$ cat src/rtl/vc_mem_msg_pkg.sv
// vc_mem_msg_pkg: memory request type encodings and length decode shared by the SRAM port
package vc_mem_msg_pkg;
  localparam logic VC_MEM_REQ_READ  = 1'b0;
  localparam logic VC_MEM_REQ_WRITE = 1'b1;
  function automatic int len_to_nbytes(input int len, input int word_nbytes);
    return (len == 0) ? word_nbytes : len;
  endfunction
endpackage

$ cat src/rtl/vc_sram_resp_queue_2entry.sv
// vc_sram_resp_queue_2entry: two-entry val/rdy FIFO holding {type, data} responses
module vc_sram_resp_queue_2entry #(
  parameter int p_msg_nbits = 33
) (
  input  logic                   clk,
  input  logic                   reset,
  input  logic                   enq_val,
  input  logic [p_msg_nbits-1:0] enq_msg,
  output logic                   full,
  output logic                   deq_val,
  input  logic                   deq_rdy,
  output logic [p_msg_nbits-1:0] deq_msg
);
  logic [p_msg_nbits-1:0] entry [2];
  logic wr_ptr, rd_ptr, enq, deq;
  logic [1:0] count;
  assign full    = count == 2'd2;
  assign deq_val = count != 2'd0;
  assign enq     = enq_val && !full;
  assign deq     = deq_val && deq_rdy;
  assign deq_msg = entry[rd_ptr];
  always_ff @(posedge clk)
    if (enq) entry[wr_ptr] <= enq_msg;
  always_ff @(posedge clk)
    if (reset) begin
      wr_ptr <= 1'b0;
      rd_ptr <= 1'b0;
      count  <= 2'd0;
    end else begin
      if (enq) wr_ptr <= !wr_ptr;
      if (deq) rd_ptr <= !rd_ptr;
      count <= count + 2'(enq) - 2'(deq);
    end
endmodule

$ cat src/rtl/vc_sram_mem_port.sv
// vc_sram_mem_port: val/rdy byte-addressed request front end driving a combinational 1rw SRAM
module vc_sram_mem_port
  import vc_mem_msg_pkg::*;
#(
  parameter int p_data_nbits  = 32,
  parameter int p_num_entries = 256,
  localparam int c_addr_nbits  = $clog2(p_num_entries),
  localparam int c_data_nbytes = p_data_nbits / 8,
  localparam int c_off_nbits   = $clog2(c_data_nbytes),
  localparam int c_baddr_nbits = c_addr_nbits + c_off_nbits
) (
  input  logic                     clk,
  input  logic                     reset,
  input  logic                     sd,
  input  logic                     req_val,
  output logic                     req_rdy,
  input  logic                     req_type,
  input  logic [c_baddr_nbits-1:0] req_addr,
  input  logic [c_off_nbits-1:0]   req_len,
  input  logic [p_data_nbits-1:0]  req_data,
  output logic                     resp_val,
  input  logic                     resp_rdy,
  output logic                     resp_type,
  output logic [p_data_nbits-1:0]  resp_data,
  output logic                     sram_read_en,
  output logic [c_addr_nbits-1:0]  sram_read_addr,
  input  logic [p_data_nbits-1:0]  sram_read_data,
  output logic                     sram_write_en,
  output logic [c_data_nbytes-1:0] sram_write_byte_en,
  output logic [c_addr_nbits-1:0]  sram_write_addr,
  output logic [p_data_nbits-1:0]  sram_write_data,
  output logic                     sram_sd
);
  logic [c_addr_nbits-1:0]  index;
  logic [c_off_nbits-1:0]   off;
  logic [c_data_nbytes-1:0] lo_en;
  logic [p_data_nbits-1:0]  rmask, rdata;
  logic                     xfer, full;
  int                       nbytes;
  assign {index, off} = req_addr;
  assign nbytes  = len_to_nbytes(int'(req_len), c_data_nbytes);
  assign req_rdy = !full;
  assign xfer    = req_val && req_rdy && !reset;
  // lo_en marks the low nbytes byte lanes; it masks reads and, shifted, forms write strobes
  always_comb
    for (int i = 0; i < c_data_nbytes; i++) begin
      lo_en[i] = i < nbytes;
      rmask[8*i+:8] = {8{lo_en[i]}};
    end
  assign rdata              = (sram_read_data >> {off, 3'b000}) & rmask;
  assign sram_read_en       = xfer && req_type == VC_MEM_REQ_READ;
  assign sram_write_en      = xfer && req_type == VC_MEM_REQ_WRITE;
  assign sram_read_addr     = index;
  assign sram_write_addr    = index;
  assign sram_write_byte_en = lo_en << off;
  assign sram_write_data    = req_data << {off, 3'b000};
  assign sram_sd            = sd;
  vc_sram_resp_queue_2entry #(.p_msg_nbits(p_data_nbits + 1)) resp_q (
    .clk     (clk),
    .reset   (reset),
    .enq_val (xfer),
    .enq_msg ({req_type, req_type == VC_MEM_REQ_WRITE ? '0 : rdata}),
    .full    (full),
    .deq_val (resp_val),
    .deq_rdy (resp_rdy),
    .deq_msg ({resp_type, resp_data})
  );
  always_ff @(posedge clk)
    if (!reset) begin
      assert (!$isunknown(req_val));
      assert (!$isunknown(resp_rdy));
      assert (!req_val || !$isunknown(req_type));
      assert (!xfer || int'(index) < p_num_entries);
      assert (!xfer || int'(off) + nbytes <= c_data_nbytes);
    end
endmodule

$ cat config.mk
export PLATFORM = sky130hd
export DESIGN_NAME = vc_sram_mem_port
export DESIGN_NICKNAME = d
export VERILOG_FILES = /design/src/rtl/vc_mem_msg_pkg.sv /design/src/rtl/vc_sram_resp_queue_2entry.sv /design/src/rtl/vc_sram_mem_port.sv
export SDC_FILE = /design/constraint.sdc
export NUM_CORES = 1
export LEC_CHECK = 0
export ABC_AREA = 1
export CORE_MARGIN = 2
export CORE_UTILIZATION = 43
export DETAILED_ROUTE_END_ITERATION = 8
export PLACE_DENSITY = 0.81
export SYNTH_ARGS = -nofsm -noshare
export SYNTH_HDL_FRONTEND = slang
export SYNTH_SLANG_ARGS = --single-unit
$ cat constraint.sdc
create_clock -name clk -period 3.8 [get_ports clk]
set_input_delay 1.14 -clock clk [delete_from_list [all_inputs] [get_ports clk]]
set_output_delay 1.14 -clock clk [all_outputs]
set_load 0.05 [all_outputs]
## After elaboration in Yosys (flattened, before gate mapping)

Memories as Yosys holds them, arrays and structs flattened. A register that Yosys moved wholly into a read port is not among the register bits.
Index checks and enable logic that the tools add are counted.

- Add/sub/neg operators: 2
- Magnitude comparators: 4
- Equality and inequality tests: 1
- Shift-type cells: 3
- Multiplexer cells: 6
- Bitwise logic cells: 2
- Reductions and logical operators: 12

Operators with widths:

| cell | count |
|---|---|
| $and 32x32->32 | 1 |
| $mux 32 | 1 |
| $shl 32x5->32 | 1 |
| $shr 32x5->32 | 1 |
| $logic_and 1x1->1 | 6 |
| $lt 1x3->1 const A | 2 |
| $lt 2x3->1 const A | 2 |
| $logic_not 1->1 | 4 |
| $mux 1 | 4 |
| $shl 4x2->4 | 1 |
| $mux 3 | 1 |
| $add 2x1->2 | 1 |
| $eq 2x2->1 const B | 1 |
| $logic_not 2->1 | 1 |
| $reduce_bool 2->1 | 1 |
| $sub 2x1->2 | 1 |
| $not 1->1 | 1 |

- Register bits: 4
- RAM bits: 66
- Output and inout port bits: 90
- Logic and storage cells: 34
- Memories: 1

Memory list:

| memory | depth | width | rd ports | clocked after memory_dff | write ports | line | RTL |
|---|---|---|---|---|---|---|---|
| resp_q.entry | 2 | 33 | 1 | 1 | 1 | vc_sram_resp_queue_2entry.sv:14 | `logic [p_msg_nbits-1:0] entry [2];` |

## Longest topological paths before layout

Gate-level depths: netlist (run 1).

- Word-level depth: 7
- Mapped depth: 11
- Depth with buffers taken out: 11

## Cells and area by module

Synthesis (run 1) repeated with hierarchy kept, for this count alone.

- Cells, all modules: 458
- Area total of the unflattened synthesis: 4,271.6 um^2

By module, submodules not included:

| module | instances | cells an instance | area an instance (um^2) | sequential area each (um^2) |
|---|---|---|---|---|
| vc_sram_resp_queue_2entry | 1 | 143 | 2,792.7 | 2,082.0 |
| vc_sram_mem_port | 1 | 315 | 1,478.9 | 0.0 |

## Least setup slack after synthesis (run 1)

OpenSTA, ideal clock, no wires.

- Kind: input -> output
- From: in req_addr[1]
- To: out sram_write_data[0]
- Data arrival time: 2.773 ns
- Data required time: 2.660 ns
- Path slack: -0.113 ns
- Stages on the path: 5
- Cells stage by stage: buf_2 buf_6 nor2_2 inv_1 nor2_1

- Longest elaborated chain between the ends: 1

RTL lines:

| element | line | RTL |
|---|---|---|
| start, declared | vc_sram_mem_port.sv:18 | `input logic [c_baddr_nbits-1:0] req_addr,` |
| $shl 32x5->32 | vc_sram_mem_port.sv:56 | `assign sram_write_data = req_data << {off, 3'b000};` |
| end, declared | vc_sram_mem_port.sv:31 | `output logic [p_data_nbits-1:0] sram_write_data,` |

No other way between the ends.

## Worst setup path after layout (run 1)

- From: in req_len[0]
- To: out sram_write_byte_en[2]

- Longest elaborated chain between the ends: 4
- Elaborated cells on any way between the ends: 7

RTL lines:

| element | line | RTL |
|---|---|---|
| start, declared | vc_sram_mem_port.sv:19 | `input logic [c_off_nbits-1:0] req_len,` |
| $logic_not 2->1 | vc_mem_msg_pkg.sv:6 | `return (len == 0) ? word_nbytes : len;` |
| $mux 3 * | vc_mem_msg_pkg.sv:6 |  |
| $lt 1x3->1 or $lt 2x3->1 (tied branches) | vc_sram_mem_port.sv:47 | `lo_en[i] = i < nbytes;` |
| $shl 4x2->4 * | vc_sram_mem_port.sv:55 | `assign sram_write_byte_en = lo_en << off;` |
| end, declared | vc_sram_mem_port.sv:29 | `output logic [c_data_nbytes-1:0] sram_write_byte_en,` |

Mark *: on every way between the ends. The rest lies on a longest branch, timed or not.

==> flow_summary.ini, run 1 <==
[grt]
grt_pass1_wl_um = 17000
grt_pass1_vias = 3482
grt_usage_pct = 21.8
grt_max_degree = 34
overflow = 0
antenna_found_initial = 0

[worst_setup_path]
startpoint_type = input port
crit_start = req_len[0]
crit_chain = clkdlybuf4s50_1 -> inv_1 -> ha_4 -> inv_2 -> o21ai_0 -> o22ai_1 -> buf_4
regToRegSetupSlack_ns = 2.17
critical_path_arrival_ns = 2.56
cp_max_fo = 2
crit_type = in2out
r2r_start = resp_q.count[0]
slowest_stage = clkdlybuf4s50_1
worstReg2RegEnd = resp_q.count[1]
cp-end-kind = output pin
cp_slowest_stage_delay_ns = 0.49
worstPathRequired_ns = 2.66
reg2regPathDepth = 11

[detailed_routing]
drt_iter0_drc = 202
detail-route-antenna-nets = 0
via_count = 3582
viasPerCell = 5.31
drc_errors = 0
dr.pass1.iters = 5
routed_wl_um = 11500
wl_per_cell_um = 17.1

[logic_synthesis]
synth_area_per_cell_um2 = 9.45
synth_cells = 430
syn_area_um2 = 4060
synth_top_area_share_pct = 48.8
ys_types = 27
synthTopCellsByArea = edfxtp_1 49%, mux2_2 9.1%, nand2_1 8.7%
yosysSeqAreaShare_pct = 51.2
yosysWarnings = 0
synth_fp_nets = 515
synth_area_leader_cell = edfxtp_1
async_reset_ff_share_pct = 0
synth_edf_count = 66
yosysMostFrequentCell = nand2_1
synth_commonest_cells = 94 x nand2_1, 66 x edfxtp_1, 55 x nor2_1
synth_top_flop_cell = edfxtp_1
ys_ff_latch = 71

[timing]
period_share_pct = 97.3
setup_viol_count_final = 0
setup_ws_ns = 0.104
rsz0062_at_grt = false
fmax_ghz = 0.271
maxSlewHeadroom_pct = 54.8
finalCriticalPeriod_ns = 3.70
tightest_slew_ns = 0.677
final_max_slew_viol_count = 0
clock_skew_ns = 0.00619
hold_viol = 0

[floorplanning]
core_area_um2 = 9200
die_h_um = 101
num_io_pins = 172
die_area_um2 = 10200
std_cell_rows = 35
die_w_um = 101
start_util_pct = 44.2

[clock_network]
cts_made_buffers = 9
cts.sinks = 71
clk_pin_slew_ns = 0.08
clk_latency_ns = 0.34
root_buffer = clkbuf_8
htree_levels = 3
clk_path_buf_depth = 2
cts_tree = built

[placed_design]
place_ws_ns = 0.0449
hpwl_um = 8540
io_buffers = 145
place_congestion = 0.857

[status]
status = complete, no violations

[hold_path]
worstHoldPathType = reg2reg
holdPathEnd = resp_q.wr_ptr
hold_path_startpoint = resp_q.wr_ptr
hold-path-cell-count = 2

[layout]
drive_above_1_share_pct = 25.8
antennaDiodeCount = 0
layout.nets = 643
syn_to_final_growth_pct = 41.7

[power]
peakVddDrop_mv = 0.196
finalPower_mw = 2.77
powerDensity_nw_per_um2 = 480
leakage_nw = 2.34

[run]
cap_viol_max_count = 0
[critical path: cells and delay by family]
| kind | cells | cell delay, ns |
|---|---|---|
| compound gates | 2 | 0.28 |
| buf+inv | 4 | 0.89 |
| fa+ha+maj | 1 | 0.25 |
[cells in the final DEF, fill, tap and decap left out, drive strengths merged]
| master | Yosys | final |
|---|---|---|
| nand2 | 98 | 98 |
| buf | 41 | 80 |
| clkdlybuf4s50 | 0 | 78 |
| edfxtp | 66 | 66 |
| nor2 | 57 | 57 |
| a21oi | 34 | 34 |
| mux2 | 33 | 33 |
| inv | 25 | 26 |
| nand3 | 21 | 21 |
| o21ai | 20 | 20 |
| o22ai | 9 | 9 |
| clkbuf | 0 | 9 |
| a22oi | 8 | 8 |
| or2 | 7 | 7 |
| dfxtp | 5 | 5 |
| clkinv | 1 | 5 |
| ha | 3 | 3 |
| xnor2 | 1 | 1 |
| nor3b | 1 | 1 |
| clkinvlp | 0 | 1 |
| bufinv | 0 | 1 |
[metrics by stage]
stage,hold WS [ns],instance area [um2],TNS [ns],utilization [%],instances
2_1_floorplan,0.435,4060,-0.905,-,430
3_3_place_gp,0.454,5550,0,60.3,658
3_5_place_dp,0.491,5550,0,60.3,658
4_1_cts,0.500,5740,0,62.4,674
5_1_grt,0.520,5760,0,62.6,674
6_report,0.501,5760,0,62.6,674
[cell families after synthesis]
| kind of cell | share of synthesized area (%) |
|---|---|
| AND/OR/NAND/NOR | 18.8 |
| AO/OA/AOI/OAI | 9.51 |
| flip-flops | 51.2 |
| buffers and inverters | 10.2 |
| multiplexers | 9.14 |
| adder cells (fa/ha/maj) | 0.924 |
| XOR/XNOR | 0.216 |
[registers in the layout, summed over array words and instances (netlist names), named ones only]
signal	flops
resp_q.rd_ptr	1
resp_q.entry	66
resp_q.count	2
resp_q.wr_ptr	1
[worst max path at each step]
stage / to / slack [ns] / depth (start not counted)
floorplan: sram_write_data[0] / -0.11 / 5
global placement: sram_write_byte_en[3] / 0.13 / 7
detailed placement: sram_write_byte_en[3] / 0.04 / 7
CTS: sram_write_byte_en[2] / 0.04 / 7
global route: sram_write_byte_en[2] / 0.03 / 7
finish: sram_write_byte_en[2] / 0.10 / 7
[timing repair]
action	4_1_cts	5_1_grt
setup buffers	0	0
endpoints found under the setup margin	0	3
resized for setup	0	4
hold buffers	0	0
hold endpoints to repair	0	0
[final cells by class]
class,count,area (um2)
tap,111,139
clock buffer,9,124
timing repair buffer,158,1650
inverter,26,103
fill,785,3440
sequential,71,2080
clock inverter,7,72.6
multi-input combinational,292,1590
[power breakdown]
group          leakage (nW)  internal, mW  total [mW]  switching (mW)
Combinational          1.58         0.451        1.21           0.755
Sequential            0.659         0.927       0.966          0.0385
Clock                0.0972         0.304       0.596           0.292
[layer usage]
metal	part of all wire, %	up-vias	track usage (%)	wire (um)
met2	53	177	41.6	6100
li1	-	1703	-	-
met1	36	1676	22.8	4120
met3	9.4	26	5.59	1080
met5	0	-	0	0
met4	1.9	0	8.42	218
(Power assumes the default switching activity.)
==> run 2, diff against run 1 <==
Settings changed: SLEW_MARGIN set to 20.
==> results of run 2 <==
Final layout, timing and power as in run 1 (identical DEF).
==> run 3, diff against run 2 <==
Settings changed: PLACE_DENSITY 0.81 to 0.91.
==> run 3 against run 2 <==
  * Power is 1.1% lower
  * Cell count is 0.30% lower
  * Utilization is 1.7 points higher
  * Critical path type unchanged
==> flow_summary.ini, run 3 (same netlist as run 1, synthesis figures left out) <==
[timing]
period_share_pct = 97.2
hold_viol = 0
clock_skew_ns = 0.00440
fmax_ghz = 0.271
setup_viol_count_final = 0
maxSlewHeadroom_pct = 66.6
rsz0062_at_grt = false
final_max_slew_viol_count = 0
finalCriticalPeriod_ns = 3.69
tightest_slew_ns = 0.500

[hold_path]
holdPathEnd = resp_q.wr_ptr
worstHoldPathType = reg2reg
hold-path-cell-count = 2
hold_path_startpoint = resp_q.wr_ptr

[power]
powerDensity_nw_per_um2 = 462
leakage_nw = 2.40
finalPower_mw = 2.74
peakVddDrop_mv = 0.210

[grt]
grt_max_degree = 34
overflow = 0
grt_usage_pct = 22.7
grt_pass1_vias = 3736
antenna_found_initial = 0
grt_pass1_wl_um = 17600

[layout]
drive_above_1_share_pct = 25.3
largestRegisters = resp_q.entry x66, resp_q.count x2
top_register = resp_q.entry
layout.nets = 644
syn_to_final_growth_pct = 45.7
final_common_cell = nand2_1
multi_input_area_um2 = 1580
final_core_util_pct = 64.4
layout_common_cells = 94 x nand2_1, 75 x clkdlybuf4s50_1, 66 x edfxtp_1
fill_cells = 710
regArea_um2 = 2080
antennaDiodeCount = 0
largest_register_ff_count = 66

[detailed_routing]
viasPerCell = 5.33
routed_wl_um = 11700
drc_errors = 0
dr.pass1.iters = 4
via_count = 3579
detail-route-antenna-nets = 0
drt_iter0_drc = 187
wl_per_cell_um = 17.4

[clock_network]
clk_path_buf_depth = 2
clk_pin_slew_ns = 0.06
root_buffer = clkbuf_8
cts.sinks = 71
htree_levels = 3
postCtsSetupRepairBufs = 0
hold_buffers = 0
clk_latency_ns = 0.34
cts_made_buffers = 9
cts_tree = built

[floorplanning]
die_area_um2 = 10200
core_area_um2 = 9200
die_w_um = 101
std_cell_rows = 35
num_io_pins = 172
start_util_pct = 44.2
die_h_um = 101

[worst_setup_path]
cp-end-kind = output pin
worstPathRequired_ns = 2.66
regToRegSetupSlack_ns = 2.02
critical_path_arrival_ns = 2.55
r2r_start = resp_q.count[0]
cp_max_fo = 2
reg2regPathDepth = 11
worstReg2RegEnd = resp_q.count[1]
startpoint_type = input port
crit_type = in2out

[placed_design]
hpwl_um = 8790
io_buffers = 145
place_congestion = 0.860

[run]
cap_viol_max_count = 0

[status]
status = complete, no violations
==> run 3: cell count changes in the layout (fill, tap and decap cells not counted), moves of 2 or more <==
| cell | before | now |
|---|---|---|
| buf_12 | 22 | 38 |
| clkdlybuf4s50_1 | 78 | 75 |
| buf_4 | 56 | 44 |
| clkinv_4 | 2 | 0 |
==> run 3: where the power goes <==
group	switching, mW	internal [mW]
Combinational	0.776	0.471
Sequential	0.0268	0.928
Clock	0.247	0.288
==> run 3: final cells by class <==
| cell class | count | area share, % |
|---|---|---|
| well taps | 111 | 2.35 |
| clock buffers | 10 | 2.16 |
| multi-input cells | 292 | 26.7 |
| repair buffers | 159 | 31.3 |
| inverters | 26 | 1.73 |
| flip-flops and latches | 71 | 35.2 |
| clock inverters | 3 | 0.634 |
==> run 3: critical path, stage by stage <==
cell and delay (ns):
clkdlybuf4s50_1 0.48, inv_1 0.07, ha_1 0.30, inv_1 0.10, o21ai_0 0.10, o22ai_2 0.20
buf_12 0.16
==> run 3: how the worst max path moves through the flow <==
stage	slack, ns	endpoint	cells after the start	start
4_1_cts	0.05	sram_write_byte_en[2]	7	req_len[0]
3_5_place_dp	0.07	sram_write_byte_en[2]	7	req_len[0]
3_3_place_gp	0.1	sram_write_byte_en[2]	7	req_len[0]
2_1_floorplan	-0.11	sram_write_data[0]	5	req_addr[1]
5_1_grt	0.009	sram_write_byte_en[2]	7	req_len[0]
6_report	0.11	sram_write_byte_en[2]	7	req_len[0]
==> run 3: stage by stage <==
stage | cells | hold slack (ns) | instance area [um2] | worst slack, ns | TNS, ns
finish | 672 | 0.469 | 5920 | 0.107 | 0
global route | 672 | 0.504 | 5920 | 0.00863 | 0
CTS | 672 | 0.473 | 5910 | 0.0474 | 0
detailed placement | 659 | 0.463 | 5750 | 0.0653 | 0
global placement | 659 | 0.447 | 5750 | 0.0994 | 0
floorplan | 430 | 0.435 | 4060 | -0.113 | -0.905
==> run 3: per-layer routing <==
layer / global-route usage (%) / part of all wire [%]
met1: 22.7 / 34
met2: 42.8 / 54
met4: 10.7 / 2.9
met3: 6.69 / 8.7
met5: 0 / 0
==> run 3: timing repair <==
action | 4_1_cts | 5_1_grt
resized for setup | 0 | 2
setup endpoints to repair | 0 | 2
endpoints found under the hold margin | 0 | 0
